**src/rtl/arb_pkg.sv**
```systemverilog
// Shared types for the core memory arbiter: FSM states, source ids and the request payload.
package arb_pkg;

   localparam int unsigned ARB_ADDR_W = 32;
   localparam int unsigned ARB_DATA_W = 32;
   localparam int unsigned ARB_STRB_W = ARB_DATA_W / 8;

   localparam logic MODE_READ  = 1'b0;
   localparam logic MODE_WRITE = 1'b1;

   typedef enum logic [1:0] {
      IDLE  = 2'd0,
      ISSUE = 2'd1,
      WAIT  = 2'd2
   } arb_state_t;

   typedef enum logic {
      SRC_FETCH = 1'b0,
      SRC_MEM   = 1'b1
   } src_t;

   typedef struct packed {
      logic                  mode;
      logic [ARB_ADDR_W-1:0] addr;
      logic [ARB_DATA_W-1:0] wdata;
      logic [ARB_STRB_W-1:0] wstrb;
   } req_t;

endpackage

```
**src/rtl/arb_req_slot.sv**
```systemverilog
// One-deep pending request slot per source; a set pulse while already pending is
// dropped and flagged, except when it coincides with the clear (set wins).
module arb_req_slot
   import arb_pkg::*;
(
   input  logic clk,
   input  logic i_rstn,
   input  logic i_set,
   input  logic i_clear,
   input  req_t i_req,
   output logic o_pending,
   output req_t o_req,
   output logic o_err_c
);

   logic r_pending;
   req_t r_req;
   logic w_accept;

   assign w_accept = i_set & (~r_pending | i_clear);
   assign o_err_c  = i_set & r_pending & ~i_clear;

   always_ff @(posedge clk) begin
      if (!i_rstn) begin
         r_pending <= 1'b0;
         r_req     <= '0;
      end else if (w_accept) begin
         r_pending <= 1'b1;
         r_req     <= i_req;
      end else if (i_clear) begin
         r_pending <= 1'b0;
      end
   end

   assign o_pending = r_pending;
   assign o_req     = r_req;

endmodule

```
**src/rtl/core_mem_arbiter.sv**
```systemverilog
// Merges fetch and data requests onto one external memory bus, one transaction in flight.
// ARB_ROUND_ROBIN_EN: alternate grants on ties instead of fixed mem-over-fetch priority.
module core_mem_arbiter
   import arb_pkg::*;
#(
   parameter int unsigned ADDR_W = ARB_ADDR_W,
   parameter int unsigned DATA_W = ARB_DATA_W
) (
   input  logic                clk,
   input  logic                rstn,
   input  logic                fetch_request_enable,
   input  logic                freq_mode,
   input  logic [ADDR_W-1:0]   freq_addr,
   input  logic [DATA_W-1:0]   freq_wdata,
   input  logic [DATA_W/8-1:0] freq_wstrb,
   output logic                fetch_response_enable,
   output logic [DATA_W-1:0]   fresp_data,
   input  logic                mem_request_enable,
   input  logic                mreq_mode,
   input  logic [ADDR_W-1:0]   mreq_addr,
   input  logic [DATA_W-1:0]   mreq_wdata,
   input  logic [DATA_W/8-1:0] mreq_wstrb,
   output logic                mem_response_enable,
   output logic [DATA_W-1:0]   mresp_data,
   output logic                ext_req_valid,
   input  logic                ext_req_ready,
   output logic                ext_req_mode,
   output logic [ADDR_W-1:0]   ext_req_addr,
   output logic [DATA_W-1:0]   ext_req_wdata,
   output logic [DATA_W/8-1:0] ext_req_wstrb,
   input  logic                ext_resp_valid,
   input  logic [DATA_W-1:0]   ext_resp_data,
   output logic                arb_error
);

   req_t       w_fetch_in, w_mem_in, w_fetch_req, w_mem_req;
   logic       w_fetch_pend, w_mem_pend, w_fetch_err, w_mem_err;
   logic       w_clr_fetch, w_clr_mem;
   src_t       w_pick;

   arb_state_t r_state, w_state_nxt;
   src_t       r_owner, w_owner_nxt;
   logic       w_load, w_valid_nxt, w_fresp_nxt, w_mresp_nxt, w_spurious;

   logic              r_ext_req_valid;
   req_t              r_ext_req;
   logic              r_fresp_en, r_mresp_en, r_arb_error;
   logic [DATA_W-1:0] r_fresp_data, r_mresp_data;

   assign w_fetch_in = '{mode: freq_mode, addr: freq_addr, wdata: freq_wdata, wstrb: freq_wstrb};
   assign w_mem_in   = '{mode: mreq_mode, addr: mreq_addr, wdata: mreq_wdata, wstrb: mreq_wstrb};

   arb_req_slot u_fetch_slot (
      .clk       (clk),
      .i_rstn    (rstn),
      .i_set     (fetch_request_enable),
      .i_clear   (w_clr_fetch),
      .i_req     (w_fetch_in),
      .o_pending (w_fetch_pend),
      .o_req     (w_fetch_req),
      .o_err_c   (w_fetch_err)
   );

   arb_req_slot u_mem_slot (
      .clk       (clk),
      .i_rstn    (rstn),
      .i_set     (mem_request_enable),
      .i_clear   (w_clr_mem),
      .i_req     (w_mem_in),
      .o_pending (w_mem_pend),
      .o_req     (w_mem_req),
      .o_err_c   (w_mem_err)
   );

`ifdef ARB_ROUND_ROBIN_EN
   src_t r_last_grant;

   // Only tie-break decisions move the round-robin pointer.
   always_ff @(posedge clk) begin
      if (!rstn) begin
         r_last_grant <= SRC_FETCH;
      end else if (w_load && w_fetch_pend && w_mem_pend) begin
         r_last_grant <= w_pick;
      end
   end

   always_comb begin
      w_pick = SRC_FETCH;
      if (w_fetch_pend && w_mem_pend) begin
         w_pick = (r_last_grant == SRC_MEM) ? SRC_FETCH : SRC_MEM;
      end else if (w_mem_pend) begin
         w_pick = SRC_MEM;
      end
   end
`else
   always_comb begin
      w_pick = w_mem_pend ? SRC_MEM : SRC_FETCH;
   end
`endif

   always_ff @(posedge clk) begin
      if (!rstn) begin
         r_state <= IDLE;
         r_owner <= SRC_FETCH;
      end else begin
         r_state <= w_state_nxt;
         r_owner <= w_owner_nxt;
      end
   end

   always_comb begin
      w_state_nxt = r_state;
      w_owner_nxt = r_owner;
      w_load      = 1'b0;
      w_valid_nxt = r_ext_req_valid;
      w_fresp_nxt = 1'b0;
      w_mresp_nxt = 1'b0;
      w_clr_fetch = 1'b0;
      w_clr_mem   = 1'b0;
      w_spurious  = 1'b0;
      case (r_state)
         IDLE: begin
            w_spurious = ext_resp_valid;
            if (w_fetch_pend || w_mem_pend) begin
               w_load      = 1'b1;
               w_owner_nxt = w_pick;
               w_valid_nxt = 1'b1;
               w_state_nxt = ISSUE;
            end
         end
         ISSUE: begin
            w_spurious = ext_resp_valid;
            if (ext_req_ready) begin
               w_valid_nxt = 1'b0;
               w_state_nxt = WAIT;
            end
         end
         WAIT: begin
            if (ext_resp_valid) begin
               w_state_nxt = IDLE;
               if (r_owner == SRC_MEM) begin
                  w_mresp_nxt = 1'b1;
                  w_clr_mem   = 1'b1;
               end else begin
                  w_fresp_nxt = 1'b1;
                  w_clr_fetch = 1'b1;
               end
            end
         end
         default: w_state_nxt = IDLE;
      endcase
   end

   // Registered downstream request, response pulses/data and sticky error.
   always_ff @(posedge clk) begin
      if (!rstn) begin
         r_ext_req_valid <= 1'b0;
         r_ext_req       <= '0;
         r_fresp_en      <= 1'b0;
         r_mresp_en      <= 1'b0;
         r_fresp_data    <= '0;
         r_mresp_data    <= '0;
         r_arb_error     <= 1'b0;
      end else begin
         r_ext_req_valid <= w_valid_nxt;
         if (w_load) begin
            r_ext_req <= (w_pick == SRC_MEM) ? w_mem_req : w_fetch_req;
         end
         r_fresp_en <= w_fresp_nxt;
         r_mresp_en <= w_mresp_nxt;
         if (w_fresp_nxt) begin
            r_fresp_data <= ext_resp_data;
         end
         if (w_mresp_nxt) begin
            r_mresp_data <= ext_resp_data;
         end
         if (w_spurious || w_fetch_err || w_mem_err) begin
            r_arb_error <= 1'b1;
         end
      end
   end

   assign ext_req_valid         = r_ext_req_valid;
   assign ext_req_mode          = r_ext_req.mode;
   assign ext_req_addr          = r_ext_req.addr;
   assign ext_req_wdata         = r_ext_req.wdata;
   assign ext_req_wstrb         = r_ext_req.wstrb;
   assign fetch_response_enable = r_fresp_en;
   assign mem_response_enable   = r_mresp_en;
   assign fresp_data            = r_fresp_data;
   assign mresp_data            = r_mresp_data;
   assign arb_error             = r_arb_error;

endmodule
```
**config.mk**
```make
export PLATFORM = sky130hd
export DESIGN_NAME = core_mem_arbiter
export DESIGN_NICKNAME = d
export VERILOG_FILES = /design/src/rtl/arb_pkg.sv /design/src/rtl/arb_req_slot.sv /design/src/rtl/core_mem_arbiter.sv
export SDC_FILE = /design/constraint.sdc
export NUM_CORES = 1
export LEC_CHECK = 0
export CAP_MARGIN = 20
export CORE_ASPECT_RATIO = 0.8
export CORE_MARGIN = 10
export CORE_UTILIZATION = 46
export CTS_BUF_LIST = sky130_fd_sc_hd__clkbuf_4 sky130_fd_sc_hd__clkbuf_8 sky130_fd_sc_hd__clkbuf_16
export DETAILED_ROUTE_END_ITERATION = 6
export PLACE_DENSITY = 0.78
export SLEW_MARGIN = 20
export SYNTH_ARGS = -nofsm -noshare
export SYNTH_HDL_FRONTEND = slang
export SYNTH_SLANG_ARGS = --single-unit
```
**constraint.sdc**
```tcl
create_clock -name clk -period 1.5 [get_ports clk]
set_input_delay 0.15 -clock clk [delete_from_list [all_inputs] [get_ports clk]]
set_output_delay 0.15 -clock clk [all_outputs]
set_load 0.05 [all_outputs]
```
After elaboration in Yosys (flattened, before gate mapping)
Index checks and enable logic that the tools add are counted.
{"block": "word_totals", "reg_bits": 280, "inputBits": 176, "elab_cells": 72}
{"block": "op_classes", "n_eq_ne": 5, "muxes": 22, "bitwise": 12, "reduce_logical": 11}
{"op": "$mux 69", "n": 1}
{"op": "$mux 1", "n": 16}
{"op": "$and 1x1->1", "n": 6}
{"op": "$mux 2", "n": 3}
{"op": "$ne 2x2->1 const B", "n": 3}
{"op": "$pmux 2 s3", "n": 1}
{"op": "$reduce_and 3->1", "n": 2}
{"op": "$reduce_bool 2->1", "n": 3}
{"op": "$not 1->1", "n": 4}
{"op": "$logic_or 1x1->1", "n": 3}
{"op": "$eq 2x1->1 const B", "n": 1}
{"op": "$eq 2x2->1 const B", "n": 1}
{"op": "$logic_not 2->1", "n": 1}
{"op": "$or 1x1->1", "n": 2}
{"op": "$pmux 1 s2", "n": 1}
{"op": "$reduce_and 2->1", "n": 1}
{"op": "$reduce_or 2->1", "n": 1}

Logic depth before layout (Yosys ltp)
Gate-level depths: netlist of the first run.
{"block": "logic_depth", "depth_word": 7, "mapped_depth": 7, "ltp_nobuf": 3}

Modules after synthesis
Synthesis of the first run repeated with hierarchy kept, for this count alone.
{"block": "unflattened", "cells_unflattened": 1203, "area_unflattened_um2": 11572.3}
{"mod": "core_mem_arbiter", "n_inst": 1, "cells_each": 595, "area_per_inst_um2": 6002.0}
{"mod": "arb_req_slot", "n_inst": 2, "cells_each": 304, "area_per_inst_um2": 2785.2}

Least setup slack after synthesis of the first run
No wires, ideal clock.
{"block": "synth_path", "kind": "register to register", "startpoint": "register u_mem_slot.r_pending (netlist: u_mem_slot.o_pending)", "endpoint": "register r_ext_req, in the netlist ext_req_wdata[16]", "arrival_ps": 1368, "required_time_ps": 1384, "setup_slack_ps": 16, "stages_incl_launch_ff": 8, "path_cell_list": "dfxtp_1 > buf_2 > or2_1 > buf_2 > and2_1 > buf_6 > buf_6 > o211a_1"}
{"block": "synth_via", "elab_chain_cells": 3}
{"item": "start: declaration", "line_no": "arb_req_slot.sv:16", "text": "logic r_pending;"}
{"item": "start signal: assignment", "line_no": "arb_req_slot.sv:25", "text": "r_pending <= 1'b0;"}
{"item": "start signal: assignment", "line_no": "arb_req_slot.sv:28", "text": "r_pending <= 1'b1;"}
{"item": "start signal: assignment", "line_no": "arb_req_slot.sv:31", "text": "r_pending <= 1'b0;"}
{"item": "$logic_or 1x1->1", "line_no": "core_mem_arbiter.sv:124", "text": "if (w_fetch_pend || w_mem_pend) begin"}
{"item": "$mux 1", "line_no": "core_mem_arbiter.sv:124"}
{"item": "$mux 1", "line_no": "core_mem_arbiter.sv:121", "text": "case (r_state)"}
{"item": "end signal: assignment", "line_no": "core_mem_arbiter.sv:167", "text": "r_ext_req <= (w_pick == SRC_MEM) ? w_mem_req : w_fetch_req;"}
{"item": "end: declaration", "line_no": "core_mem_arbiter.sv:46", "text": "req_t r_ext_req;"}
Parallel ways exist; a longest one is shown, timed or not.
A chain may end at the register's enable or synchronous reset.

==> flow_summary.ini, run 1 <==
[run_status]
status = finished with violations
violations = DRC

[setup_path]
worstPathArrival_ns = 1.94
cp_max_fo = 37
path_delay_family = buffers and inverters
cp_data_required_time_ns = 2.00
crit_slowest_cell = dlygate4sd3_1
crit_buf_inv = 3
r2r_slack_ns = 0.06
critical_path.startpoint_type = input port
critPathCaptureType = flop
crit_path_max_incr_delay_ns = 0.57
critPathKind = input port to flop
path_cells = dlygate4sd3_1, buf_8, and2_2, buf_4, a31oi_1, nand3_1

[detailed_routing]
ant_nets = 0
vias_per_cell = 6.49
via_count = 14600
drt_iter0_markers = 1323
dr.pass1.iters = 7
finalWirelength_mm = 50.4
wire_per_inst_um = 22.5
route.detailed.drc = 4

[synth]
synthCells = 1616
synth.distinct_cells = 31
ys_seq_elements = 280
synth-async-reset-ratio = 0
synth_edf_count = 0
synth_area_mm2 = 0.0139
synth_flop_cell = dfxtp_1
ys_seq_area_frac = 0.402
yosysWarnings = 0
syn_nets = 1792
avgSynthCellArea_um2 = 8.62

[floorplanning]
die_h_um = 176
initial_utilization = 0.471
die_area_mm2 = 0.0377
ios = 313
core-area_mm2 = 0.0296
rows = 56
die_w_um = 215

[global_route]
grt_max_degree = 104
grt_pass1_vias = 13700
grt_remaining_overflow = 0
antenna_found_initial = 3
grt.total_usage = 0.249
grt_pass1_wl_mm = 77.9

[clock_network]
clk_latency_ns = 0.56
cts_root_buffer = clkbuf_16
clk_pin_slew_ns = 0.07
numCtsBuffers = 30
cts_tree = done
cts_sinks = 280
cts_setup_buffers = 0
htreeDepth = 1
clockBufferDepth = 3

[placed_design]
dp_slack_ns = -0.160
gp_congestion = 0.807
placed_cell_area_mm2 = 0.0173
dp_hpwl_mm = 32.9
port_buffers = 312

[job]
drv_cap = 0

[layout]
area_growth_pct = 32.2
drive_gt1_frac = 0.149
fin_util = 0.623
final_area_mm2 = 0.0184
nets = 1987

[timing]
max_freq_mhz = 693
final.setup.tns_ns = 0
hold_viol = 0
setup_viol = 0
post-route-min-period_ns = 1.44
rsz0062_at_grt = no
fin_crit_sh = 0.962
slew_headroom = 0.652
finalWorstSetupSlack_ns = 0.0572
finalClockSkew_ns = 0.0146
maxSlewViolCount = 0
tightest_slew_ns = 0.523

[power]
p_leak_nw = 8.36
ir_drop_v = 0.000850
power.density_mw_per_mm2 = 1140
power.total_mw = 21.0

[hold_path]
hold_class = input port to flop
metal layers:
metal,routed length (um),track usage
met5,0,0
met4,1100,0.0737
met3,4330,0.0507
met2,23900,0.407
met1,21100,0.325
synth_stat cells (all sizes together) (2+ instances only):
library cell | number | area share
inv | 2 | 0.00054
nor2b | 3 | 0.0013
and3b | 138 | 0.087
a21boi | 65 | 0.035
nand2 | 130 | 0.035
and2 | 6 | 0.0027
nand4 | 276 | 0.12
dfxtp | 280 | 0.40
a31oi | 138 | 0.062
buf | 76 | 0.030
nand3 | 210 | 0.075
mux2i | 69 | 0.050
clkbuf | 139 | 0.037
o211a | 69 | 0.050
a21oi | 2 | 0.00072
final cells by class:
type	instances	area [um2]
Clock buffer	44	935
Tap cell	406	508
Clock inverter	11	194
Antenna cell	3	7.51
Fill cell	2464	11200
Timing Repair Buffer	378	3740
Inverter	2	7.51
Multi-Input combinational cell	1119	7420
Sequential cell	280	5610
layout by cell type, fill, tap and decap left out, drive strengths merged, types with 3 or more instances in the layout:
cell	synthesis	layout
diode	0	3
nor2b	3	3
clkbuf	139	44
bufinv	0	5
buf	76	205
o211a	69	69
a31oi	138	138
dfxtp	280	280
clkinv	0	5
nand3	210	210
and2	6	6
nand4	276	276
nand2	130	130
mux2i	69	69
clkdlybuf4s50	0	172
a21boi	65	65
and3b	138	138
worst register-to-register path: stages, from the launching register on:
cell and delay, ns:
dfxtp_4 0.36, buf_12 0.18, buf_12 0.24, mux2i_1 0.32, nand3_1 0.11, o211a_1 0.14
registers in the layout, indices dropped and copies added (netlist names), 2 cells and up:
name / cells
r_state: 2
ext_req_wstrb: 4
mresp_data: 32
ext_req_addr: 32
fresp_data: 32
u_mem_slot.o_req: 69
u_fetch_slot.o_req: 69
ext_req_wdata: 32
logic make-up (layout without fill, tap and decap cells):
kind of cell           count (synthesis)  after routing  synth area share
flip-flops                           280            280             0.402
buffers and inverters                217            435            0.0679
multiplexers                          69             69            0.0496
AO/OA/AOI/OAI                        279            279             0.150
other                                  0              3                 0
AND/OR/NAND/NOR                      771            771             0.330
through the flow:
| stage | std cells | hold WS (ns) |
|---|---|---|
| 2_1_floorplan | 1616 | 0.285 |
| 3_3_place_gp | 2184 | 0.442 |
| 3_5_place_dp | 2184 | 0.446 |
| 4_1_cts | 2240 | 0.143 |
| 5_1_grt | 2243 | 0.159 |
| 6_report | 2243 | 0.142 |
path summary, 6_finish.rpt:
path / start / to / cells past startpoint
max: rstn / u_mem_slot.o_req[67] / 6
min: fetch_request_enable / u_fetch_slot.o_req[58] / 4
max reg2reg: u_mem_slot.o_pending / ext_req_addr[18] / 5
min reg2reg: mresp_data[1] / mresp_data[1] / 2
where the power goes:
part	total [mW]	switching, mW	internal [mW]
logic	4.25	2.58	1.67
clock network	8.38	3.21	5.17
registers	8.39	0.401	7.99
timing repair:
item	CTS	global route
endpoints found under the setup margin	0	97
hold buffers	1	0
gates resized for setup	0	4
hold endpoints to repair	3	0
Power figures use the tool's default switching activity.
==> run 2: changes to the inputs <==
--- a/config.mk
+++ b/config.mk
@@ -5,13 +5,14 @@
 export SDC_FILE = /design/constraint.sdc
 export NUM_CORES = 1
 export LEC_CHECK = 0
-export CAP_MARGIN = 20
+export CAP_MARGIN = 30
 export CORE_ASPECT_RATIO = 0.8
 export CORE_MARGIN = 10
-export CORE_UTILIZATION = 46
+export CORE_UTILIZATION = 50
 export CTS_BUF_LIST = sky130_fd_sc_hd__clkbuf_4 sky130_fd_sc_hd__clkbuf_8 sky130_fd_sc_hd__clkbuf_16
 export DETAILED_ROUTE_END_ITERATION = 6
-export PLACE_DENSITY = 0.78
+export DONT_BUFFER_PORTS = 1
+export PLACE_DENSITY = 0.69
 export SLEW_MARGIN = 20
 export SYNTH_ARGS = -nofsm -noshare
 export SYNTH_HDL_FRONTEND = slang
==> flow_summary.ini, run 2 (synthesis results as in run 1) <==
[placed_design]
port_buffers = 0
placed_cell_area_mm2 = 0.0150
gp_congestion = 0.795
dp_hpwl_mm = 29.1
dp.cells = 1932

[setup_path]
crit_path_max_incr_delay_ns = 0.58
critical_path.startpoint_type = input port
worstPathArrival_ns = 1.87
cp_max_fo = 558
crit_slowest_cell = dlygate4sd3_1
cp_data_required_time_ns = 1.92
critPathCaptureType = flop
critPathKind = input port to flop
path_cells = and3b_1, a31oi_1, dlygate4sd3_1, nand3_1

[detailed_routing]
dr.pass1.iters = 6
drt_iter0_markers = 1787
via_count = 14600
wire_per_inst_um = 23.2
ant_nets = 0
vias_per_cell = 6.69
finalWirelength_mm = 50.5
route.detailed.drc = 0

[floorplanning]
core-area_mm2 = 0.0274
ios = 313
rows = 54
die_h_um = 169
die_area_mm2 = 0.0350
initial_utilization = 0.509
die_w_um = 207

[power]
ir_drop_v = 0.000899
power.total_mw = 19.6
power.density_mw_per_mm2 = 1100
p_leak_nw = 8.10

[timing]
final.setup.tns_ns = 0
tightest_slew_ns = 1.22
holdWs_ns = -0.210
maxSlewViolCount = 0
finalClockSkew_ns = 0.0156
post-route-min-period_ns = 1.45
setup_viol = 0
max_freq_mhz = 691
hold_viol = 163
rsz0062_at_grt = no
slew_headroom = 0.184
fin_crit_sh = 0.965

[clock_network]
cts_tree = done
cts_setup_buffers = 0
htreeDepth = 1
clk_pin_slew_ns = 0.06
clk_latency_ns = 0.55
cts_sinks = 280
clockBufferDepth = 3
cts_root_buffer = clkbuf_16
numCtsBuffers = 29

[run_status]
violations = hold timing
status = finished with violations

[layout]
seq_area_mm2 = 0.00561
drive_gt1_frac = 0.129
most-common-layout-cells = 276 x nand4_1, 276 x dfxtp_1, 210 x nand3_1
n_fill_cell = 2110
nets = 1957
final_area_mm2 = 0.0178
multi_input_area_mm2 = 0.00742
area_growth_pct = 27.9
fin_cells = 2175

[hold_path]
hold_class = input port to flop

[global_route]
antenna_found_initial = 7
grt_remaining_overflow = 0
grt_max_degree = 559
grt_pass1_vias = 13600
grt_pass1_wl_mm = 78.7
grt.total_usage = 0.272

[job]
drv_cap = 0
## run 2: power breakdown
part	leakage, nW	internal (mW)	switching (mW)
Sequential	2.30	7.99	0.360
Clock	0.493	4.38	3.09
Combinational	5.31	1.47	2.31
Total	8.10	13.8	5.76
## run 2: per-layer routing
layer,routed length [um],global-route usage
met2,23700,0.436
met3,5420,0.0651
met1,20100,0.359
met5,0,0
met4,1200,0.0738
## run 2: repair_timing
item	in CTS	in global routing
endpoints found under the hold margin	280	247
setup endpoints to repair	0	145
hold buffers	181	2
resized for setup	0	5
## run 2: critical path, delay by kind of cell
kind / cells / cell delay [ns]
buffers and inverters: 1 / 0.58
AO/OA/AOI/OAI: 1 / 0.15
AND/OR/NAND/NOR: 2 / 0.55
## run 2: path summary, 6_finish.rpt
path	startpoint	end	slack, ns	cells after the start
min reg2reg	fresp_data[26]	fresp_data[26]	0.46	2
max	rstn	u_fetch_slot.o_req[33]	0.05	4
max reg2reg	r_state[1]	u_mem_slot.o_req[26]	0.06	4
min	fetch_request_enable	u_fetch_slot.o_req[53]	-0.21	2
## run 2: final cells by class
type / count / share of cell area
Multi-Input combinational cell: 1119 / 0.416
Sequential cell: 280 / 0.315
Timing Repair Buffer: 349 / 0.187
Clock buffer: 40 / 0.0468
Tap cell: 364 / 0.0256
Clock inverter: 12 / 0.00779
Antenna cell: 9 / 0.00126
Inverter: 2 / 0.000562
## run 2: metrics by stage
| step | util | setup slack [ns] |
|---|---|---|
| 5_1_grt | 0.651 | 0.00305 |
| 3_5_place_dp | 0.548 | 0.0351 |
| 2_1_floorplan | - | 0.0162 |
| 6_report | 0.651 | 0.0518 |
| 4_1_cts | 0.650 | 0.0203 |
| 3_3_place_gp | 0.548 | 0.0779 |
